--- config.mk ---
export PLATFORM = sky130hd
export DESIGN_NAME = i2c_eeprom_master
export DESIGN_NICKNAME = d
export VERILOG_FILES = /design/src/rtl/i2c_eeprom_master.sv
export SDC_FILE = /design/constraint.sdc
export NUM_CORES = 1
export LEC_CHECK = 0
export BUFFER_PORTS_ARGS = -buffer_cell sky130_fd_sc_hd__buf_4
export CAP_MARGIN = 25
export CELL_PAD_IN_SITES_DETAIL_PLACEMENT = 0
export CELL_PAD_IN_SITES_GLOBAL_PLACEMENT = 1
export CORE_UTILIZATION = 35
export DETAILED_ROUTE_END_ITERATION = 10
export HOLD_SLACK_MARGIN = 0.06
export PLACE_DENSITY_LB_ADDON = 0.1
export SYNTH_ARGS = -nofsm -noshare
export SYNTH_HDL_FRONTEND = slang
export SYNTH_SLANG_ARGS = --single-unit
--- constraint.sdc ---
create_clock -name clk_in -period 7.72 [get_ports clk_in]
set_input_delay 0.386 -clock clk_in [delete_from_list [all_inputs] [get_ports clk_in]]
set_output_delay 0.386 -clock clk_in [all_outputs]
set_load 0.05 [all_outputs]
--- src/rtl/i2c_eeprom_master.sv ---
// i2c_eeprom_master: byte-level I2C master for 24Cxx EEPROMs (8-bit word address).
// Runs at 4x the SCL rate; every bus element (START, RESTART, STOP, bit) is four
// clocks long (ph0..ph3). One single-byte write or one random read per request.
//
// Request handshake: start is looked at only while the FSM is idle; the cycle it is
// seen high, rw/dev_addr/mem_addr/wr_data are captured and ack_error is cleared.
// busy is high from the first START cycle to the last STOP cycle, then done pulses
// for exactly one cycle (busy low). A start seen while busy or during done is dropped.
module i2c_eeprom_master (
    input  logic       clk_in,
    input  logic       reset,
    input  logic       start,
    input  logic       rw,
    input  logic [6:0] dev_addr,
    input  logic [7:0] mem_addr,
    input  logic [7:0] wr_data,
    output logic [7:0] rd_data,
    output logic       busy,
    output logic       done,
    output logic       ack_error,
    output logic       scl,
    output logic       sda_oe,
    input  logic       sda_in
);

    typedef enum logic [3:0] {
        ST_IDLE,
        ST_START,
        ST_TX_DEVW,
        ST_TX_MADDR,
        ST_TX_DATA,
        ST_RESTART,
        ST_TX_DEVR,
        ST_RX_DATA,
        ST_STOP,
        ST_DONE
    } state_t;

    state_t      r_state;
    logic [1:0]  r_phase;
    logic [3:0]  r_bit;        // 0..7 data bits, 8 = acknowledge bit
    logic        r_rw;
    logic [6:0]  r_dev;
    logic [7:0]  r_mem;
    logic [7:0]  r_wdata;
    logic [7:0]  r_rx;
    logic        r_sda_smp;    // sda_in captured at ph2 of the current bit
    logic [7:0]  r_rd_data;
    logic        r_busy;
    logic        r_done;
    logic        r_ack_error;
    logic        r_scl;
    logic        r_sda_oe;

    state_t      w_state_nxt;
    logic [1:0]  w_phase_nxt;
    logic [3:0]  w_bit_nxt;
    logic        w_nack;
    logic [7:0]  w_tx_byte;
    logic [2:0]  w_bit_idx;
    logic        w_mid;
    logic        w_scl_nxt;
    logic        w_sda_oe_nxt;
    logic        w_in_byte;

    assign rd_data   = r_rd_data;
    assign busy      = r_busy;
    assign done      = r_done;
    assign ack_error = r_ack_error;
    assign scl       = r_scl;
    assign sda_oe    = r_sda_oe;

    assign w_in_byte = (r_state == ST_TX_DEVW) || (r_state == ST_TX_MADDR) ||
                       (r_state == ST_TX_DATA) || (r_state == ST_TX_DEVR)  ||
                       (r_state == ST_RX_DATA);

    // Next state/phase/bit: elements end at ph3; a slave NACK diverts to STOP.
    always_comb begin
        w_state_nxt = r_state;
        w_phase_nxt = r_phase + 2'd1;
        w_bit_nxt   = r_bit;
        w_nack      = 1'b0;
        case (r_state)
            ST_IDLE: begin
                w_phase_nxt = 2'd0;
                w_bit_nxt   = 4'd0;
                if (start) begin
                    w_state_nxt = ST_START;
                end
            end
            ST_DONE: begin
                w_phase_nxt = 2'd0;
                w_bit_nxt   = 4'd0;
                w_state_nxt = ST_IDLE;
            end
            default: begin
                if (r_phase == 2'd3) begin
                    case (r_state)
                        ST_START: begin
                            w_state_nxt = ST_TX_DEVW;
                            w_bit_nxt   = 4'd0;
                        end
                        ST_RESTART: begin
                            w_state_nxt = ST_TX_DEVR;
                            w_bit_nxt   = 4'd0;
                        end
                        ST_STOP: begin
                            w_state_nxt = ST_DONE;
                        end
                        default: begin
                            if (r_bit != 4'd8) begin
                                w_bit_nxt = r_bit + 4'd1;
                            end else begin
                                w_bit_nxt = 4'd0;
                                if ((r_state != ST_RX_DATA) && r_sda_smp) begin
                                    w_nack      = 1'b1;
                                    w_state_nxt = ST_STOP;
                                end else begin
                                    case (r_state)
                                        ST_TX_DEVW:  w_state_nxt = ST_TX_MADDR;
                                        ST_TX_MADDR: w_state_nxt = r_rw ? ST_RESTART : ST_TX_DATA;
                                        ST_TX_DEVR:  w_state_nxt = ST_RX_DATA;
                                        default:     w_state_nxt = ST_STOP;
                                    endcase
                                end
                            end
                        end
                    endcase
                end
            end
        endcase
    end

    // Bus line levels for the upcoming element/phase, so scl/sda_oe can be registered.
    always_comb begin
        case (w_state_nxt)
            ST_TX_DEVW:  w_tx_byte = {r_dev, 1'b0};
            ST_TX_MADDR: w_tx_byte = r_mem;
            ST_TX_DATA:  w_tx_byte = r_wdata;
            ST_TX_DEVR:  w_tx_byte = {r_dev, 1'b1};
            default:     w_tx_byte = 8'h00;
        endcase
        w_bit_idx    = 3'd7 - w_bit_nxt[2:0];
        w_mid        = (w_phase_nxt == 2'd1) || (w_phase_nxt == 2'd2);
        w_scl_nxt    = 1'b1;
        w_sda_oe_nxt = 1'b0;
        case (w_state_nxt)
            ST_IDLE, ST_DONE: begin
                w_scl_nxt    = 1'b1;
                w_sda_oe_nxt = 1'b0;
            end
            ST_START: begin
                w_scl_nxt    = (w_phase_nxt != 2'd3);
                w_sda_oe_nxt = w_phase_nxt[1];
            end
            ST_RESTART: begin
                w_scl_nxt    = w_mid;
                w_sda_oe_nxt = w_phase_nxt[1];
            end
            ST_STOP: begin
                w_scl_nxt    = (w_phase_nxt != 2'd0);
                w_sda_oe_nxt = (w_phase_nxt != 2'd3);
            end
            ST_RX_DATA: begin
                // Slave drives data bits; bit 8 is the master NACK (released).
                w_scl_nxt    = w_mid;
                w_sda_oe_nxt = 1'b0;
            end
            default: begin
                // Transmit bits MSB first; bit 8 released for the slave ACK.
                w_scl_nxt    = w_mid;
                w_sda_oe_nxt = (w_bit_nxt != 4'd8) && !w_tx_byte[w_bit_idx];
            end
        endcase
    end

    // Main FSM register: state, captured request, sampled data and registered outputs.
    always_ff @(posedge clk_in) begin
        if (reset) begin
            r_state     <= ST_IDLE;
            r_phase     <= 2'd0;
            r_bit       <= 4'd0;
            r_rw        <= 1'b0;
            r_dev       <= 7'd0;
            r_mem       <= 8'd0;
            r_wdata     <= 8'd0;
            r_rx        <= 8'd0;
            r_sda_smp   <= 1'b0;
            r_rd_data   <= 8'd0;
            r_busy      <= 1'b0;
            r_done      <= 1'b0;
            r_ack_error <= 1'b0;
            r_scl       <= 1'b1;
            r_sda_oe    <= 1'b0;
        end else begin
            r_state  <= w_state_nxt;
            r_phase  <= w_phase_nxt;
            r_bit    <= w_bit_nxt;
            r_scl    <= w_scl_nxt;
            r_sda_oe <= w_sda_oe_nxt;
            r_busy   <= (w_state_nxt != ST_IDLE) && (w_state_nxt != ST_DONE);
            r_done   <= (w_state_nxt == ST_DONE);
            if ((r_state == ST_IDLE) && start) begin
                r_rw        <= rw;
                r_dev       <= dev_addr;
                r_mem       <= mem_addr;
                r_wdata     <= wr_data;
                r_ack_error <= 1'b0;
            end
            if (w_nack) begin
                r_ack_error <= 1'b1;
            end
            if (w_in_byte && (r_phase == 2'd2)) begin
                r_sda_smp <= sda_in;
                if ((r_state == ST_RX_DATA) && (r_bit != 4'd8)) begin
                    r_rx <= {r_rx[6:0], sda_in};
                end
            end
            if ((r_state == ST_STOP) && (w_state_nxt == ST_DONE) && r_rw && !r_ack_error) begin
                r_rd_data <= r_rx;
            end
        end
    end

endmodule

==> reports/qor.txt <==
Pins Over Slew Limit - 0
Pwr Density - 169 nW/µm²
# port buffers - 40
FFs w/ async S/R, synth - 0%
Highest Clock Rate - 0.291 GHz
critical path data required time - 7.89 ns
Initial DRC Count - 96
post-DR wirelength/cell - 14.8 µm
Yosys reg bits - 56
Post-CTS Setup Repair Bufs - 0
CTS H-Tree Depth - 2
Post-Synthesis Cells - 337
WL final - 6.88 mm
max incr delay on CP - 0.61 ns
worst-path maximum fanout - 12
syn nets - 371
DP Wirelength - 5.01 mm
YS warnings - 0
total global-route track usage - 17.2%
clk buf depth - 2
Pwr Total - 545 µW
FP Rows - 32
vias - 2429
Reg2Reg Setup Slack - 4.29 ns
Hold WC Path Type - in2reg
Placement Setup Slack - 4.31 ns
unrepaired setup endpoints after global routing - false
die span in y - 91.4 µm
pin count of the biggest net entering global routing - 57
first-pass GRT wire length - 11.6 mm
Worst Hold End - r_mem[2]
number of different library cells in the post-synthesis netlist - 59
nets - 397
CTS buffer count - 5
kind of critical path - reg2reg
actual slew at the worst max-slew pin - 0.868 ns
hold wc startpoint - mem_addr[2]
hold_buf cts - 0
hold path depth - 3
DRC - 0
CTS clk-pin slew, worst paths - 0.10 ns
final hold violations - 0
GPL Wtd Cong - 0.823
Die ar. - 8360 µm²
R2R Path End - rd_data[0]
share of cells above drive strength 1 - 16.8%
Pleak - 1.30 nW
origin of the critical flop-to-flop path - r_phase[0]
Peak VDD IR - 67.2 µV
worst skew pair latency - 0.30 ns
clock skew - 0.0115 ns
sequential area share after synthesis - 40.0%
Fill cells - 812
Die W - 91.4 µm
core region area - 7730 µm²
clk sinks - 56
Cell Area, Synth - 2800 µm²
WHS - 0.317 ns
vias per cell - 5.21
reg2reg path depth - 8
final worst path period need - 3.43 ns
CTS tree - done
CP Launch Type - flip-flop
critical path data arrival time - 3.60 ns
placed cell area - 3140 µm²
I/O pins - 41
ys flop type - dfxtp_1
Post-Syn Area per Cell - 8.31 µm²
Root Buffer - clkbuf_8
TNS Setup - 0 ns
initial antenna violation count - 0
Max-cap violations - 0
number of flops mapped to enable cells by yosys - 0
Starting Density - 36.2%
Slew headroom - 41.8%
final antenna-violating net count - 0
CTS resizes - 0
outcome - finished, final reports clean
grt ovf - 0
worst setup margin - 4.29 ns
vias in the first global route - 2326
Crit. End Element - flip-flop
Area Growth Syn to Fin - 15.3%
period utilization - 44.5%
DR pass1 iterations - 4
Antenna Cells - 0
critical path, cell by cell - ha_1 -> nand4b_1 -> a221oi_2 -> nand2b_1 -> nor3_1 -> and4b_1 -> mux2i_1 -> nor2_1
final setup vio count - 0
Final Cell Area - 3230 µm²
Crit-path slowest cell - and4b_1
logic make-up after synthesis:
family	count (synthesis)	share of synthesized area (%)
simple gates	142	25.2
compound gates	84	21.0
flops	56	40.0
buf+inv	31	4.78
mux	17	6.08
fa+ha+maj	6	2.68
xor+xnor	1	0.313
placed cells by master, fill, tap and decap left out, types with 3 or more instances in the layout:
master,count
nand2b_1,4
o21ai_0,9
dfxtp_1,56
o32ai_1,3
ha_1,6
nand2_1,55
a221o_1,5
nor4_1,3
a21oi_1,34
o211ai_1,4
or3_1,4
nor2b_1,8
and2_1,3
clkbuf_8,6
a22oi_1,3
buf_4,41
nor3_1,5
inv_1,9
nand3_1,3
or2_2,3
a211oi_1,4
nor2_1,34
and4b_1,3
mux2i_1,17
Yosys cell counts, types with 2 or more instances:
library cell   n  area [µm²]
nand4_1        2        12.5
buf_2          8        40.0
and4b_1        3        30.0
o31ai_1        2        15.0
and2_1         3        18.8
clkbuf_1      13        48.8
o21bai_1       2        15.0
dfxtp_1       56        1120
o21ai_0        9        45.0
and3_1         2        12.5
or3_1          4        25.0
a22oi_1        3        22.5
a221o_1        5        50.1
nand2b_1       4        25.0
a221oi_2       2        30.0
mux2i_1       17         170
nor3_2         2        20.0
nor3_1         5        25.0
nor4_1         3        18.8
ha_1           6        75.1
a211oi_1       4        30.0
a21oi_1       34         170
or2_2          3        18.8
nand2_1       55         206
inv_1          9        33.8
nor2b_1        8        50.1
nand3_1        3        15.0
o32ai_1        3        26.3
o211ai_1       4        30.0
nor2_1        34         128
power breakdown:
part | leakage [nW] | total [mW] | switching (mW) | internal (mW)
Clock | 0.0445 | 0.163 | 0.0895 | 0.0731
Sequential | 0.456 | 0.311 | 0.00997 | 0.301
Combinational | 0.798 | 0.0715 | 0.0433 | 0.0282
layout make-up:
| type | count | area (µm²) | share of cell area (%) |
|---|---|---|---|
| inverters | 9 | 33.8 | 1.05 |
| flip-flops and latches | 56 | 1120 | 34.7 |
| multi-input cells | 250 | 1550 | 47.8 |
| repair buffers | 41 | 308 | 9.53 |
| clock buffers | 7 | 86.3 | 2.67 |
| well taps | 102 | 128 | 3.95 |
| clock inverters | 1 | 7.51 | 0.232 |
critical path: cells and delay by family, from the launching register on:
kind                       cells  cell delay [ns]
adders and majority gates      1             0.42
AOI/OAI and AO/OA              1             0.59
muxes                          1             0.24
DFF                            1             0.38
and+or+nand+nor                5             1.67
metrics by stage:
step                      utilization [%]  cells
final                                41.8    466
after global routing                 41.8    466
after CTS                            41.8    466
after detailed placement             40.6    458
after global placement               40.6    458
after floorplan                         -    337
sequential cells by signal, indices dropped and copies added (netlist names), 2 cells and up:
| signal | flops |
|---|---|
| r_phase | 2 |
| r_rx | 8 |
| r_state | 4 |
| r_bit | 4 |
| rd_data | 8 |
| r_wdata | 8 |
| r_mem | 8 |
| r_dev | 7 |
metal layers:
metal,share of wire (%),up-vias,GRT usage (%)
met5,0,-,0
met4,1.7,0,5.03
met3,3.3,14,2.60
met2,46,52,27.4
met1,49,1118,23.8
li1,-,1245,-
worst max-delay path by stage:
stage	from	endpoint	slack [ns]	cells past startpoint
after floorplan	r_bit[0]	sda_oe	5.24	10
after CTS	r_phase[0]	rd_data[4]	4.28	8
after global routing	r_phase[0]	rd_data[0]	3.96	8
after detailed placement	r_phase[0]	rd_data[4]	4.31	8
final	r_phase[0]	rd_data[0]	4.29	8
after global placement	r_phase[0]	rd_data[1]	4.31	8
No activity file was read; power rests on OpenSTA's default activity.
